**src/rtl/kl_router_1by2_pkg.sv**
```systemverilog
// Shared KLink definitions for the 1-to-2 address router: size encodings,
// burst-tracker state and the beats-from-size helper.
package kl_router_1by2_pkg;

    localparam logic [2:0] KL_SIZE_8B   = 3'd3;
    localparam logic [2:0] KL_SIZE_16B  = 3'd4;
    localparam logic [2:0] KL_SIZE_32B  = 3'd5;
    localparam logic [2:0] KL_SIZE_64B  = 3'd6;
    localparam logic [2:0] KL_SIZE_128B = 3'd7;

    localparam int unsigned KL_BEATS_W = 5;
    typedef logic [KL_BEATS_W-1:0] kl_beats_t;

    localparam logic SEL_DN0 = 1'b0;
    localparam logic SEL_DN1 = 1'b1;

    typedef enum logic {
        TRK_IDLE  = 1'b0,
        TRK_BURST = 1'b1
    } trk_state_e;

    // Anything up to 8 bytes fits in one 64-bit beat.
    function automatic kl_beats_t kl_beats(input logic [2:0] size);
        kl_beats_t b;
        case (size)
            KL_SIZE_16B:  b = 5'd2;
            KL_SIZE_32B:  b = 5'd4;
            KL_SIZE_64B:  b = 5'd8;
            KL_SIZE_128B: b = 5'd16;
            default:      b = 5'd1;
        endcase
        return b;
    endfunction

endpackage

```
**src/rtl/kl_burst_tracker.sv**
```systemverilog
// Burst lock: remembers which downlink a multi-beat transfer started on and
// counts the remaining beats until the lock can be released.
module kl_burst_tracker
    import kl_router_1by2_pkg::*;
#(
    parameter int unsigned CNT_W   = 4,
    parameter logic        SEL_RST = 1'b0
) (
    input  logic      clk,
    input  logic      rst,
    input  logic      fire,
    input  logic      start_multi,
    input  kl_beats_t beats,
    input  logic      sel_in,
    output logic      locked,
    output logic      sel_locked
);

    localparam logic [CNT_W-1:0] CNT_ZERO = CNT_W'(0);
    localparam logic [CNT_W-1:0] CNT_ONE  = CNT_W'(1);

    trk_state_e       state_r, state_s;
    logic [CNT_W-1:0] cnt_r, cnt_s;
    logic             sel_r, sel_s;

    // Next-state: counter holds remaining beats minus one after the first beat.
    always_comb begin
        state_s = state_r;
        cnt_s   = cnt_r;
        sel_s   = sel_r;
        case (state_r)
            TRK_IDLE: begin
                if (fire && start_multi) begin
                    state_s = TRK_BURST;
                    cnt_s   = CNT_W'(beats - 5'd2);
                    sel_s   = sel_in;
                end else begin
                    state_s = TRK_IDLE;
                end
            end
            TRK_BURST: begin
                if (fire) begin
                    if (cnt_r == CNT_ZERO) begin
                        state_s = TRK_IDLE;
                    end else begin
                        cnt_s = cnt_r - CNT_ONE;
                    end
                end else begin
                    state_s = TRK_BURST;
                end
            end
            default: begin
                state_s = TRK_IDLE;
                cnt_s   = CNT_ZERO;
            end
        endcase
    end

    // State, counter and lock registers with synchronous reset.
    always_ff @(posedge clk) begin
        if (rst) begin
            state_r <= TRK_IDLE;
            cnt_r   <= CNT_ZERO;
            sel_r   <= SEL_RST;
        end else begin
            state_r <= state_s;
            cnt_r   <= cnt_s;
            sel_r   <= sel_s;
        end
    end

    assign locked     = (state_r == TRK_BURST);
    assign sel_locked = sel_r;

endmodule

```
**src/rtl/kl_router_1by2.sv**
```systemverilog
// KLink 1-uplink / 2-downlink router: address-decoded request fan-out with
// write-burst locking, alternating-priority response merge with burst locking.
module kl_router_1by2
    import kl_router_1by2_pkg::*;
#(
    parameter logic [31:0] DN1_ADDR_MASK   = 32'hF000_0000,
    parameter logic [31:0] DN1_ADDR_MATCH  = 32'h8000_0000,
    parameter int unsigned MAX_BURST_WIDTH = 4
) (
    input  logic        clk,
    input  logic        rst,
    input  logic [31:0] up_req_addr,
    input  logic        up_req_wen,
    input  logic [63:0] up_req_wdata,
    input  logic [7:0]  up_req_wmask,
    input  logic [2:0]  up_req_size,
    input  logic [4:0]  up_req_srcid,
    input  logic        up_req_valid,
    output logic        up_req_ready,
    output logic [63:0] up_resp_rdata,
    output logic [2:0]  up_resp_size,
    output logic [4:0]  up_resp_dstid,
    output logic        up_resp_valid,
    input  logic        up_resp_ready,
    output logic [31:0] dn0_req_addr,
    output logic        dn0_req_wen,
    output logic [63:0] dn0_req_wdata,
    output logic [7:0]  dn0_req_wmask,
    output logic [2:0]  dn0_req_size,
    output logic [4:0]  dn0_req_srcid,
    output logic        dn0_req_valid,
    input  logic        dn0_req_ready,
    input  logic [63:0] dn0_resp_rdata,
    input  logic [2:0]  dn0_resp_size,
    input  logic [4:0]  dn0_resp_dstid,
    input  logic        dn0_resp_valid,
    output logic        dn0_resp_ready,
    output logic [31:0] dn1_req_addr,
    output logic        dn1_req_wen,
    output logic [63:0] dn1_req_wdata,
    output logic [7:0]  dn1_req_wmask,
    output logic [2:0]  dn1_req_size,
    output logic [4:0]  dn1_req_srcid,
    output logic        dn1_req_valid,
    input  logic        dn1_req_ready,
    input  logic [63:0] dn1_resp_rdata,
    input  logic [2:0]  dn1_resp_size,
    input  logic [4:0]  dn1_resp_dstid,
    input  logic        dn1_resp_valid,
    output logic        dn1_resp_ready
);

    logic      dst_s, req_sel_s, req_fire_s, req_start_s;
    logic      req_locked_s, req_sel_locked_s;
    kl_beats_t req_beats_s;

    logic      resp_sel_s, resp_fire_s, resp_start_s;
    logic      resp_locked_s, resp_sel_locked_s;
    kl_beats_t resp_beats_s;
    logic      last_resp_r;

    // ---------------- request path ----------------
    assign dst_s     = ((up_req_addr & DN1_ADDR_MASK) == DN1_ADDR_MATCH);
    assign req_sel_s = req_locked_s ? req_sel_locked_s : dst_s;

    // Payload is broadcast; only the valid qualifies the selected port.
    assign dn0_req_addr  = up_req_addr;
    assign dn0_req_wen   = up_req_wen;
    assign dn0_req_wdata = up_req_wdata;
    assign dn0_req_wmask = up_req_wmask;
    assign dn0_req_size  = up_req_size;
    assign dn0_req_srcid = up_req_srcid;
    assign dn1_req_addr  = up_req_addr;
    assign dn1_req_wen   = up_req_wen;
    assign dn1_req_wdata = up_req_wdata;
    assign dn1_req_wmask = up_req_wmask;
    assign dn1_req_size  = up_req_size;
    assign dn1_req_srcid = up_req_srcid;

    assign dn0_req_valid = ~rst & up_req_valid & (req_sel_s == SEL_DN0);
    assign dn1_req_valid = ~rst & up_req_valid & (req_sel_s == SEL_DN1);
    assign up_req_ready  = ~rst & ((req_sel_s == SEL_DN1) ? dn1_req_ready : dn0_req_ready);

    assign req_fire_s  = up_req_valid & up_req_ready;
    assign req_beats_s = kl_beats(up_req_size);
    assign req_start_s = up_req_wen & (req_beats_s > 5'd1);

    kl_burst_tracker #(
        .CNT_W   (MAX_BURST_WIDTH),
        .SEL_RST (SEL_DN0)
    ) u_req_trk (
        .clk         (clk),
        .rst         (rst),
        .fire        (req_fire_s),
        .start_multi (req_start_s),
        .beats       (req_beats_s),
        .sel_in      (req_sel_s),
        .locked      (req_locked_s),
        .sel_locked  (req_sel_locked_s)
    );

    // ---------------- response path ----------------
    // Response grant: burst lock first, then sole requester, then alternate.
    always_comb begin
        resp_sel_s = SEL_DN0;
        if (resp_locked_s) begin
            resp_sel_s = resp_sel_locked_s;
        end else if (dn0_resp_valid && dn1_resp_valid) begin
            resp_sel_s = ~last_resp_r;
        end else if (dn1_resp_valid) begin
            resp_sel_s = SEL_DN1;
        end else begin
            resp_sel_s = SEL_DN0;
        end
    end

    assign up_resp_valid  = ~rst & ((resp_sel_s == SEL_DN1) ? dn1_resp_valid : dn0_resp_valid);
    assign up_resp_rdata  = (resp_sel_s == SEL_DN1) ? dn1_resp_rdata : dn0_resp_rdata;
    assign up_resp_size   = (resp_sel_s == SEL_DN1) ? dn1_resp_size  : dn0_resp_size;
    assign up_resp_dstid  = (resp_sel_s == SEL_DN1) ? dn1_resp_dstid : dn0_resp_dstid;
    assign dn0_resp_ready = ~rst & up_resp_ready & (resp_sel_s == SEL_DN0);
    assign dn1_resp_ready = ~rst & up_resp_ready & (resp_sel_s == SEL_DN1);

    assign resp_fire_s  = up_resp_valid & up_resp_ready;
    assign resp_beats_s = kl_beats(up_resp_size);
    assign resp_start_s = (resp_beats_s > 5'd1);

    // Last-served port, updated only when a new response transfer starts.
    always_ff @(posedge clk) begin
        if (rst) begin
            last_resp_r <= SEL_DN1;
        end else if (resp_fire_s && !resp_locked_s) begin
            last_resp_r <= resp_sel_s;
        end else begin
            last_resp_r <= last_resp_r;
        end
    end

    kl_burst_tracker #(
        .CNT_W   (MAX_BURST_WIDTH),
        .SEL_RST (SEL_DN1)
    ) u_resp_trk (
        .clk         (clk),
        .rst         (rst),
        .fire        (resp_fire_s),
        .start_multi (resp_start_s),
        .beats       (resp_beats_s),
        .sel_in      (resp_sel_s),
        .locked      (resp_locked_s),
        .sel_locked  (resp_sel_locked_s)
    );

endmodule

```
**config.mk**
```make
export PLATFORM = sky130hd
export DESIGN_NAME = kl_router_1by2
export DESIGN_NICKNAME = d
export VERILOG_FILES = /design/src/rtl/kl_router_1by2_pkg.sv /design/src/rtl/kl_burst_tracker.sv /design/src/rtl/kl_router_1by2.sv
export SDC_FILE = /design/constraint.sdc
export NUM_CORES = 1
export LEC_CHECK = 0
export CAP_MARGIN = 10
export CORE_AREA = 3 3 218 220
export DETAILED_ROUTE_END_ITERATION = 16
export DIE_AREA = 0 0 221 223
export SLEW_MARGIN = 30
export SYNTH_ARGS = -nofsm -noshare
export SYNTH_HDL_FRONTEND = slang
export SYNTH_SLANG_ARGS = --single-unit
```
**constraint.sdc**
```tcl
create_clock -name clk -period 2.9 [get_ports clk]
set_input_delay 0.29 -clock clk [delete_from_list [all_inputs] [get_ports clk]]
set_output_delay 0.29 -clock clk [all_outputs]
set_load 0.02 [all_outputs]
```
# Yosys cells after proc, flatten, opt, wreduce, memory -nomap -nowiden
# Index checks and enable logic that the tools add are counted.
classes:
  n_addsub: 4
  multipliers: 0
  div: 0
  order_cmp: 2
  n_eq_ne: 15
  shifts: 0
  n_mux: 27
  bitwise: 17
  reduce_logical: 11
op_table:
  columns: ["cell", "count"]
  rows:
  - ["$mux 64", 1]
  - ["$pmux 5 s4", 2]
  - ["$eq 3x3->1 const B", 8]
  - ["$mux 4", 6]
  - ["$pmux 4 s2", 2]
  - ["$mux 1", 12]
  - ["$and 1x1->1", 11]
  - ["$gt 5x1->1 const B", 2]
  - ["$logic_not 4->1", 2]
  - ["$sub 4x1->4 const B", 2]
  - ["$sub 4x2->4 const B", 2]
  - ["$ne 2x1->1 const B", 3]
  - ["$ne 2x2->1 const B", 3]
  - ["$not 1->1", 6]
  - ["$reduce_and 3->1", 2]
  - ["$mux 5", 1]
  - ["$eq 4x4->1 const B", 1]
  - ["$logic_and 1x1->1", 4]
  - ["$pmux 1 s2", 2]
  - ["$reduce_and 2->1", 2]
  - ["$mux 3", 1]
  - ["$logic_not 1->1", 1]
totals:
  ff_bits: 13
  latch_bits: 0
  ramBits: 0
  rom_bits: 0
  input_bits: 265
  output_inout_bits: 304
  mem_count: 0

# Logic depth before layout (Yosys ltp)
depth:
  word_depth: 10
  ltp_mapped: 10

# Modules after synthesis
# From an unflattened synthesis, not the netlist that was laid out.
unflattened:
  cells_unflattened: 450
  area_unflattened_um2: 4166.5
modules_own_cells:
  columns: ["module", "n_inst", "cells_each", "area_per_inst_um2", "seq_area_each_um2"]
  rows:
  - ["kl_router_1by2", 1, 360, 3345.7, 20.0]
  - ["kl_burst_tracker", 2, 45, 410.4, 120.1]

# Worst setup path before layout
# No wires, ideal clock.
synth_path:
  path_type: "reg-to-reg"
  from: "reg u_resp_trk.state_r (netlist: u_resp_trk.locked)"
  to: "reg u_resp_trk.cnt_r[3]"
  arrival_time_ns: 2.397
  slack_ns: 0.428
  path_stages_with_launch: 11
  n_path_buf: 1
  path_cell_list: "dfxtp_1 > inv_2 > mux2i_1 > buf_4 > mux2_2 > nand3b_1 > ha_1 > or2_2 > a21oi_1 > o21ai_1 > a31oi_1"
synth_between:
  elab_chain_cells: 8
synth_lines:
  columns: ["item", "line", "source"]
  rows:
  - ["start, declared", "kl_burst_tracker.sv:22", "trk_state_e state_r, state_s;"]
  - ["start signal, assigned", "kl_burst_tracker.sv:66", "state_r <= state_s;"]
  - ["$mux 1 *", "kl_router_1by2.sv:106", "if (resp_locked_s) begin"]
  - ["$mux 3 *", "kl_router_1by2.sv:119", "assign up_resp_size = (resp_sel_s == SEL_DN1) ? dn1_resp_size : dn0_resp_size;"]
  - ["via up_resp_size[1]", "kl_router_1by2.sv:21", "output logic [2:0] up_resp_size,"]
  - ["$eq 3x3->1", "kl_router_1by2_pkg.sv:25", "case (size)"]
  - ["$pmux 5 s4 *", "kl_router_1by2_pkg.sv:25", null]
  - ["$gt 5x1->1", "kl_router_1by2.sv:126", "assign resp_start_s = (resp_beats_s > 5'd1);"]
  - ["$logic_and 1x1->1", "kl_burst_tracker.sv:33", "if (fire && start_multi) begin"]
  - ["$ne 2x1->1 (no line)", null, null]
  - ["$reduce_and 3->1 (no line)", null, null]
  - ["end signal, assigned", "kl_burst_tracker.sv:67", "cnt_r <= cnt_s;"]
  - ["end, declared", "kl_burst_tracker.sv:23", "logic [CNT_W-1:0] cnt_r, cnt_s;"]
# The timed path passes the listed nets; every way through them passes the cells marked *. The select of a mux whose other input is x is not followed.
# A chain may end at the register's enable or synchronous reset.

# Final worst setup path
layout_path:
  from: "in dn0_resp_valid"
  to: "out up_resp_rdata[7]"
layout_between:
  elab_chain_cells: 4
layout_lines:
  columns: ["item", "line", "source"]
  rows:
  - ["start, declared", "kl_router_1by2.sv:36", "input logic dn0_resp_valid,"]
  - ["$logic_and 1x1->1", "kl_router_1by2.sv:108", "end else if (dn0_resp_valid && dn1_resp_valid) begin"]
  - ["$mux 1", "kl_router_1by2.sv:108", null]
  - ["$mux 1", "kl_router_1by2.sv:106", null]
  - ["$mux 64", "kl_router_1by2.sv:118", "assign up_resp_rdata = (resp_sel_s == SEL_DN1) ? dn1_resp_rdata : dn0_resp_rdata;"]
  - ["end, declared", "kl_router_1by2.sv:20", "output logic [63:0] up_resp_rdata,"]
# Every way passes these cells.

==> flow_summary_export.csv <==
group,metric,value,unit
run_status,status,"completed",
placed_design,gp_congestion,0.7214,
floorplanning,die_h,223,um
detailed_routing,drt_first_pass_iters,4,
detailed_routing,vias_per_cell,2.740,
timing,final.min_clock_period,2.788,ns
detailed_routing,drt_iter0_markers,54,
yosys,async_reset_ff_frac,0,
detailed_routing,via_count,2948,
yosys,synth_simple_gate_area_frac,0.08654,
worst_setup_path,crit_type,"input port to output port",
timing,fin_worst_hold_slack,0.5032,ns
clocking,cts_inserted_buffers,3,
timing,maxSlewViolCount,0,
power,p_sw,0.4707,mW
worst_setup_path,worstPathRequired,2.61,ns
yosys,synth_cells,439,
yosys,synth_edf_count,0,
global_routing,antenna_found_initial,0,
power,power_density,258.9,nW/um^2
floorplanning,die_area,49280,um^2
placed_design,dp_hpwl,12100,um
global_routing,grt-ovfl-total,0,
final_layout,num_antenna_cells,0,
power,combPwrFrac,0.667,
final_layout,final_cells,1076,
floorplanning,die_w,221,um
power,power.total,1.394,mW
timing,finalSetupTns,0,ns
placed_design,io_buffers,253,
final_layout,post-route-util,0.1184,
worst_setup_path,cp.arrival,2.50,ns
placed_design,place_inst,1072,
timing,fin_worst_skew,0.001040,ns
global_routing,grt_max_degree,29,
timing,max_freq,358.7,MHz
yosys,netlist_area,3615,um^2
yosys,synth_nets,710,
power,p_int,0.9237,mW
yosys,synth_fa_ha_area_frac,0.02077,
hold_path,hp-class,"flip-flop to flip-flop",
floorplanning,start_util,0.07948,
worst_setup_path,critical_path.max_fanout,28,
clocking,clk_pin_slew,0.05,ns
global_routing,grt_pass1_wl,19830,um
final_layout,finalNetCount,748,
yosys,synth_top_cells_by_area,"buf_4 (47%), mux2_2 (21%), dfxtp_1 (7.2%)",
yosys,synth_compound_area_frac,0.08065,
yosys,synth_area_per_cell,8.234,um^2
power,leakagePower,1.787,nW
clocking,clk_latency,0.24,ns
yosys,yosys.area.top_type,"buf_4",
timing,hold_violations,0,
timing,slew_headroom,0.7184,
timing,finalCritPeriodShare,0.9613,
timing,worst_pin_slew,0.4107,ns
final_layout,layout-drive-gt1-share,0.2101,
worst_setup_path,start_kind,"input port",
yosys,ys.flop_type,"dfxtp_1",
timing,rsz0062_at_grt,"false",
final_layout,areaGrowthSynthToFinish,49.01,%
yosys,ys_seq_elements,13,
power,seqPwrFrac,0.138,
detailed_routing,remaining_drc_errors,0,
yosys,yosysTopAreaCellShare,0.4714,
global_routing,first_global_vias,3238,
yosys,synth_xor_area_frac,0.002423,
yosys,ys_seq_area_frac,0.07200,
worst_setup_path,path_cells,"clkdlybuf4s50_1, a21boi_1, mux2i_4, buf_12, buf_12, mux2_2, clkdlybuf4s50_1",
yosys,synthDistinctLibCells,48,
flow_run,maxCapViolCount,0,
clocking,cts_root_buf,"clkbuf_16",
worst_setup_path,slowest_delay,0.56,ns
timing,setup_viol,0,
floorplanning,design.core.area,45480,um^2
clocking,htreeDepth,1,
clocking,cts_tree,"built",
power,max-vdd-ir-drop,0.1348,mV
yosys,yosys_warnings,0,
detailed_routing,wl_per_cell,12.89,um
floorplanning,rows,78,
power,swShare,0.3376,
worst_setup_path,cp_slowest_cell,"clkdlybuf4s50_1",
worst_setup_path,end_kind,"output port",
clocking,cts.path.max_buffers,2,
power,power.share.clock,0.195,
yosys,synth_mux_area_frac,0.2437,
yosys,synth_top_family_by_area,"buffers and inverters",
global_routing,grt.total_usage,0.05144,
clocking,cts.sinks,13,
detailed_routing,antenna_left,0,
floorplanning,ios,569,
detailed_routing,routed_wirelength,13870,um
## cells in the mapped netlist, drive strengths merged, types with 2 or more instances
cell,n
a211o,3
a211oi,2
a21boi,3
a21o,2
a21oi,13
a311oi,2
buf,236
clkbuf,2
dfxtp,13
ha,6
inv,6
mux2,72
mux2i,7
nand2,10
nand2b,5
nand3,3
nand3b,7
nor2,10
nor3,3
nor3b,3
nor4,2
o21ai,9
o21bai,2
o22ai,2
or2,2
## critical path: cells and delay by family
family	cells	cell delay, ns
AO/OA/AOI/OAI	1	0.14
buffers and inverters	4	1.47
multiplexers	2	0.58
## timing repair
action	CTS	global route
gates resized for setup	0	1
hold buffers	0	0
setup buffers	0	0
endpoints found under the setup margin	0	1
## state kept, by name, indices dropped and copies added (netlist names)
register / flops
last_resp_r: 1
u_req_trk.locked: 1
u_req_trk.sel_locked: 1
u_resp_trk.sel_locked: 1
u_resp_trk.locked: 1
u_resp_trk.cnt_r: 4
u_req_trk.cnt_r: 4
## path summary, 6_finish.rpt
path	start	slack, ns	cells after the start	endpoint
max	dn0_resp_valid	0.11	7	up_resp_rdata[7]
min	u_req_trk.cnt_r[3]	0.50	2	u_req_trk.cnt_r[3]
max reg2reg	u_resp_trk.locked	0.64	9	u_resp_trk.cnt_r[3]
min reg2reg	u_req_trk.cnt_r[3]	0.50	2	u_req_trk.cnt_r[3]
## cells by family (layout without fill, tap and decap cells)
kind of cell | count (synthesis) | in the layout
buffers and inverters | 244 | 281
muxes | 79 | 79
and+or+nand+nor | 53 | 53
AOI/OAI and AO/OA | 43 | 43
DFF | 13 | 13
adders and majority gates | 6 | 6
xor gates and xnor gates | 1 | 1
## metrics by stage
stage | area, um^2 | setup WS [ns]
detailed placement | 5305 | 0.09792
floorplan | 3615 | 0.4281
CTS | 5384 | 0.09203
finish | 5386 | 0.1122
global placement | 5305 | 0.1261
global route | 5386 | 0.001242
## layout make-up
type / instances / area, um^2
Clock buffer: 4 / 78.83
Fill cell: 5276 / 40090
Inverter: 6 / 22.52
Multi-Input combinational cell: 182 / 1582
Sequential cell: 13 / 260.3
Tap cell: 600 / 750.7
Timing Repair Buffer: 271 / 2693
## layout by cell type (no fill, tap or decap), drive strengths merged, types with 2 or more instances in the layout
master         instances
nand3                  3
nor2                  10
o21ai                  9
ha                     6
nor3                   3
a21boi                 3
nor4                   2
inv                    6
or2                    2
a21o                   2
mux2i                  7
a211oi                 2
a21oi                 13
clkdlybuf4s50        251
nand2                 10
buf                   19
nand3b                 7
a311oi                 2
nand2b                 5
a211o                  3
mux2                  72
dfxtp                 13
o22ai                  2
nor3b                  3
clkbuf                 4
o21bai                 2
## metal layers
layer,part of all wire,global-route usage
met1,0.33,0.04903
met2,0.48,0.08698
met3,0.12,0.02553
met4,0.066,0.03594
met5,0,0
## power by group through the flow
stage	clock network, mW	registers [mW]	logic (mW)
2_1_floorplan	0	0.194	0.840
3_3_place_gp	0	0.196	0.933
3_5_place_dp	0	0.196	0.937
4_1_cts	0.289	0.192	0.943
5_1_grt	0.297	0.194	0.985
6_report	0.272	0.193	0.930
Note: power is estimated with default switching activity, not from simulation.
